$ cat src/rtl/telem_pkg.sv
// Shared types and constants for the telemetry frame reader.
// Widths, the default frame header and the frame FSM state encoding live here.
package telem_pkg;

  localparam int DATA_W = 8;
  localparam int ADDR_W = 5;

  localparam logic [DATA_W-1:0] HEADER_DEFAULT = 8'hA5;

  typedef enum logic [2:0] {
    S_IDLE,
    S_HDR,
    S_CNT,
    S_FETCH,
    S_WAIT,
    S_DATA,
    S_CHK
  } state_e;

endpackage

$ cat src/rtl/telem_chksum.sv
// Modulo-256 running sum of frame data bytes, with synchronous clear and add enable.
// Only instantiated when TELEM_CHKSUM_EN is defined.
module telem_chksum
  import telem_pkg::*;
(
  input  logic              clk,
  input  logic              rst_n,
  input  logic              clr_i,
  input  logic              add_i,
  input  logic [DATA_W-1:0] data_i,
  output logic [DATA_W-1:0] sum_o
);

  logic [DATA_W-1:0] sum_q;

  always_ff @(posedge clk or negedge rst_n) begin
    if (!rst_n) begin
      sum_q <= '0;
    end else if (clr_i) begin
      sum_q <= '0;
    end else if (add_i) begin
      // Carry out of bit 7 is intentionally dropped: the checksum is mod 256.
      sum_q <= sum_q + data_i;
    end
  end

  assign sum_o = sum_q;

endmodule

$ cat src/rtl/telem_reader.sv
// Reads NUM_ENTRIES telemetry registers and streams them as a valid/ready frame:
// HEADER, count, data bytes and, when TELEM_CHKSUM_EN is defined, a mod-256 checksum byte.
module telem_reader
  import telem_pkg::*;
#(
  parameter int                NUM_ENTRIES = 4,
  parameter logic [DATA_W-1:0] HEADER      = HEADER_DEFAULT
) (
  input  logic              clk,
  input  logic              rst_n,
  input  logic              start_i,
  output logic              rd_en_o,
  output logic [ADDR_W-1:0] rd_addr_o,
  input  logic [DATA_W-1:0] rd_data_i,
  output logic [DATA_W-1:0] tx_data_o,
  output logic              tx_valid_o,
  input  logic              tx_ready_i,
  output logic              busy_o,
  output logic              done_o
);

  localparam logic [ADDR_W-1:0] LAST_IDX = ADDR_W'(NUM_ENTRIES - 1);

  state_e            state_q;
  logic [ADDR_W-1:0] idx_q;
  logic [DATA_W-1:0] byte_q;
  logic [DATA_W-1:0] tx_data_q;
  logic              tx_valid_q;
  logic              rd_en_q;
  logic              busy_q;
  logic              done_q;

  logic              last_entry;
  logic [DATA_W-1:0] chk_byte;

  assign last_entry = (idx_q == LAST_IDX);

`ifdef TELEM_CHKSUM_EN
  logic [DATA_W-1:0] chk_sum;

  telem_chksum u_chksum (
    .clk    (clk),
    .rst_n  (rst_n),
    .clr_i  (state_q == S_IDLE && start_i),
    .add_i  (state_q == S_DATA && tx_ready_i),
    .data_i (byte_q),
    .sum_o  (chk_sum)
  );

  // The final data byte is added in the same edge that loads the CHK byte,
  // so fold it in here rather than waiting a cycle for the accumulator.
  assign chk_byte = chk_sum + byte_q;
`else
  assign chk_byte = '0;
`endif

  // Every output is a register loaded alongside the state transition that
  // makes it true, so the sink and the bank see glitch-free, edge-aligned signals.
  always_ff @(posedge clk or negedge rst_n) begin
    // NOTE: all state, including the data byte register, is reset: a frame
    // aborted by reset must never leak a stale byte into the next frame.
    if (!rst_n) begin
      state_q    <= S_IDLE;
      idx_q      <= '0;
      byte_q     <= '0;
      tx_data_q  <= '0;
      tx_valid_q <= 1'b0;
      rd_en_q    <= 1'b0;
      busy_q     <= 1'b0;
      done_q     <= 1'b0;
    end else begin
      // NOTE: non-blocking assignments throughout; later lines in a branch
      // override these defaults without creating ordering hazards.
      done_q  <= 1'b0;
      rd_en_q <= 1'b0;
      unique case (state_q)
        S_IDLE: begin
          idx_q <= '0;
          if (start_i) begin
            state_q    <= S_HDR;
            tx_data_q  <= HEADER;
            tx_valid_q <= 1'b1;
            busy_q     <= 1'b1;
          end
        end
        S_HDR: begin
          if (tx_ready_i) begin
            state_q   <= S_CNT;
            tx_data_q <= 8'(NUM_ENTRIES);
          end
        end
        S_CNT: begin
          if (tx_ready_i) begin
            state_q    <= S_FETCH;
            tx_valid_q <= 1'b0;
            rd_en_q    <= 1'b1;
          end
        end
        S_FETCH: begin
          state_q <= S_WAIT;
        end
        S_WAIT: begin
          state_q    <= S_DATA;
          byte_q     <= rd_data_i;
          tx_data_q  <= rd_data_i;
          tx_valid_q <= 1'b1;
        end
        S_DATA: begin
          if (tx_ready_i) begin
            if (last_entry) begin
              idx_q <= '0;
`ifdef TELEM_CHKSUM_EN
              state_q   <= S_CHK;
              tx_data_q <= chk_byte;
`else
              state_q    <= S_IDLE;
              tx_valid_q <= 1'b0;
              busy_q     <= 1'b0;
              done_q     <= 1'b1;
`endif
            end else begin
              idx_q      <= idx_q + 1'b1;
              state_q    <= S_FETCH;
              tx_valid_q <= 1'b0;
              rd_en_q    <= 1'b1;
            end
          end
        end
        S_CHK: begin
          if (tx_ready_i) begin
            state_q    <= S_IDLE;
            tx_valid_q <= 1'b0;
            busy_q     <= 1'b0;
            done_q     <= 1'b1;
          end
        end
        default: begin
          state_q    <= S_IDLE;
          tx_valid_q <= 1'b0;
          busy_q     <= 1'b0;
        end
      endcase
    end
  end

  assign rd_en_o    = rd_en_q;
  assign rd_addr_o  = idx_q;
  assign tx_data_o  = tx_data_q;
  assign tx_valid_o = tx_valid_q;
  assign busy_o     = busy_q;
  assign done_o     = done_q;

endmodule

$ cat config.mk
export PLATFORM = sky130hd
export DESIGN_NAME = telem_reader
export DESIGN_NICKNAME = d
export VERILOG_FILES = /design/src/rtl/telem_pkg.sv /design/src/rtl/telem_chksum.sv /design/src/rtl/telem_reader.sv
export SDC_FILE = /design/constraint.sdc
export NUM_CORES = 1
export LEC_CHECK = 0
export CAP_MARGIN = 0
export CORE_ASPECT_RATIO = 0.8
export CORE_MARGIN = 5
export CORE_UTILIZATION = 42
export DETAILED_ROUTE_END_ITERATION = 8
export GPL_TIMING_DRIVEN = 1
export PLACE_DENSITY = 0.71
export SYNTH_ARGS = -nofsm -noshare
export SYNTH_HDL_FRONTEND = slang
export SYNTH_HIERARCHICAL = 1
export SYNTH_SLANG_ARGS = --single-unit
$ cat constraint.sdc
create_clock -name clk -period 3.25 [get_ports clk]
set_input_delay 0.325 -clock clk [delete_from_list [all_inputs] [get_ports clk]]
set_output_delay 0.325 -clock clk [all_outputs]
set_load 0.05 [all_outputs]
==> summary.md <==
| Metric | Value |
|---|---|
| Status | finished, final reports clean |
| Most frequent cell after synthesis | dfrtp_1 |
| Yosys reg bits | 20 |
| CTS tree | built |
| Final worst-path cycle share | 0.589 |
| Type of the worst setup path | reg -> out |
| Aggregate global routing overflow | 0 |
| Register Area | 500 um2 |
| Syn Nets | 123 |
| Seq pwr share | 0.359 |
| Routed wire per std cell | 14.3 um |
| Total core area | 0.00246 mm2 |
| Synth area leader | dfrtp_1 |
| Post-DP HPWL | 1.82 mm |
| Final setup fails | 0 |
| CP Launch Point | rd_addr_o[0]$_DFFE_PN0P_ |
| Static leakage | 0.615 nW |
| Largest net degree at the start of global routing | 24 |
| Worst Path Max Fanout | 6 |
| YS warnings | 6 |
| Placer Congestion | 0.724 |
| Ranking of synthesized cells by area | dfrtp_1 46%, o21ai_0 4.6%, mux2_4 4.1%, a21oi_1 3.2%, a22o_1 3.2% |
| Die area | 0.00372 mm2 |
| Clock buffer depth | 2 |
| First-pass GRT wire length | 4.21 mm |
| Setup crit end kind | output port |
| CTS buffer count | 3 |
| Synth top area share | 0.459 |
| R2R Path Start | state_q[1]$_DFFE_PN0P_ |
| Clk Latency, worst-skew pair | 0.30 ns |
| Combinational share of power | 0.529 |
| Vias/cell | 5.26 |
| Max Slew Vio Count | 0 |
| Synth Cell Area | 0.00109 mm2 |
| Setup bufs post-CTS | 0 |
| Min-delay worst type | in -> async |
| R2R Path End | tx_data_o[5]$_DFFE_PN0P_ |
| Share of cells above drive strength 1 | 0.0821 |
| Cell area after placement | 0.00136 mm2 |
| Sw power | 613 uW |
| Crit path to | rd_addr_o[0] |
| Clk_skew | 0.00100 ns |
| Fin crit period | 1.92 ns |
| Layout Cells excl Fill | 170 |
| Max Fclk | 522 MHz |
| R2R depth | 3 |
| DR iter-0 viols | 30 |
| Final WS setup | 1.33 ns |
| Clock power share | 0.112 |
| Switching share of power | 0.474 |
| Vias in the first global route | 888 |
| GRT Overall Usage | 0.146 |
| Max-slew headroom | 0.416 |
| WP data arrival | 1.59 ns |
| Placement Setup Slack | 1.13 ns |
| Critical Path Start Type | flop |
| Row cnt | 16 |
| Number of hold violations in the final report | 0 |
| Max stage delay cell, worst path | clkdlybuf4s50_1 |
| Syn_area_per_cell | 9.91 um2 |
| Initial antenna violation count | 0 |
| Design area | 0.00140 mm2 |
| Clock-pin slew on the worst setup and hold paths | 0.11 ns |
| Die height | 55.6 um |
| Nets | 148 |
| Data required, critical path | 2.92 ns |
| DRC | 0 |
| Slew @ Worst Pin | 0.873 ns |
| Area Overhead vs Synth | 28.4% |
| Fill cell count | 238 |
| Commonest cells in the netlist | 20 x dfrtp_1, 10 x o21ai_0, 8 x nor2_1 |
| Slowest stage delay, CP | 0.84 ns |
| Pwr/cell area | 924 mW/mm2 |
| Final Power | 1.29 mW |
| Die Span X | 67.0 um |
| WP depth | 1 |
| Ys async rst share | 1.00 |
| Seq/Total Area, Yosys | 0.459 |
| Top FF cell, synth | dfrtp_1 |
| Crit-path cells | clkdlybuf4s50_1 |
| RSZ-0062 raised after global routing | no |
| Initial Utilization | 0.443 |
| Cells after synthesis | 110 |
| Post-CTS sizing | 0 |
| H-tree depth reported by CTS | 1 |
| Area of the multi-input gates | 514 um2 |
| Max cap viols | 0 |
| DRT antenna net count | 0 |
| Crit path max-delay family | buffers and inverters |
| I/O Pins | 29 |
| WP buf/inv | 1 |
| Root Buffer | clkbuf_4 |
| R2r setup slk | 1.38 ns |
| Unique cell type count in the Yosys netlist | 38 |
| Peak supply drop | 0.543 mV |
| Via count | 894 |
| ANT cells | 0 |
| Int Power | 680 uW |
| Placed cells | 166 |
| # hold bufs at CTS | 0 |
| Drt first pass iters | 4 |
| Post-synth EDFFs | 0 |
| WL final | 2.42 mm |
| CTS Sinks | 20 |
| Port Buf Inserts | 28 |
| Fin Setup TNS | 0 ns |
-- routing by layer --
metal  track usage  share of wire  vias up
li1              -              -      444
met1         0.189           0.47      430
met2         0.232           0.48       18
met3        0.0446          0.040        2
met4        0.0434          0.011        0
met5             0              0        -
-- worst min-delay path by stage --
stage                                         from                  endpoint  slack (ns)
final                                        rst_n  rd_addr_o[0]$_DFFE_PN0P_        0.51
after global routing      tx_data_o[5]$_DFFE_PN0P_  tx_data_o[5]$_DFFE_PN0P_        0.54
after CTS                 tx_data_o[2]$_DFFE_PN0P_  tx_data_o[2]$_DFFE_PN0P_        0.52
after detailed placement  tx_data_o[3]$_DFFE_PN0P_  tx_data_o[3]$_DFFE_PN0P_        0.50
after global placement    tx_data_o[4]$_DFFE_PN0P_  tx_data_o[4]$_DFFE_PN0P_        0.49
after floorplan                              rst_n        busy_o$_DFFE_PN0P_        0.03
-- flip-flops by register name (all words and copies together) (netlist names) --
register	count
done_o	1
state_q	3
rd_en_o	1
tx_valid_o	1
busy_o	1
rd_addr_o	5
tx_data_o	8
-- cell type report --
class	count	area share
clock buffers	4	0.0259
well taps	36	0.0322
flip-flops and latches	20	0.358
inverters	6	0.0161
repair buffers	28	0.200
multi-input cells	76	0.368
-- power groups by stage --
stage / combinational (mW) / sequential (mW) / clock, mW
after floorplan: 0.400 / 0.588 / 0
after global placement: 0.676 / 0.464 / 0
after detailed placement: 0.688 / 0.469 / 0
after CTS: 0.690 / 0.463 / 0.153
after global routing: 0.738 / 0.488 / 0.163
final: 0.684 / 0.464 / 0.144
-- cells in the final DEF, fill, tap and decap left out, drive strengths merged, types with 4 or more instances in the layout --
master	count
a21oi	7
a22o	4
clkbuf	4
clkdlybuf4s50	28
dfrtp	20
inv	6
nand2	6
nor2	8
nor2b	4
o21ai	10
-- metrics by stage --
stage	hold WS (ns)	utilization
after floorplan	0.0294	-
after detailed placement	0.499	0.553
after CTS	0.524	0.568
after global routing	0.543	0.568
after global placement	0.493	0.553
final	0.505	0.568
-- kinds of logic after synthesis --
family | synth area share
mux | 0.0597
compound gates | 0.192
flops | 0.459
fa+ha+maj | 0.0115
buf+inv | 0.0689
simple gates | 0.209
Power figures use the tool's default switching activity.
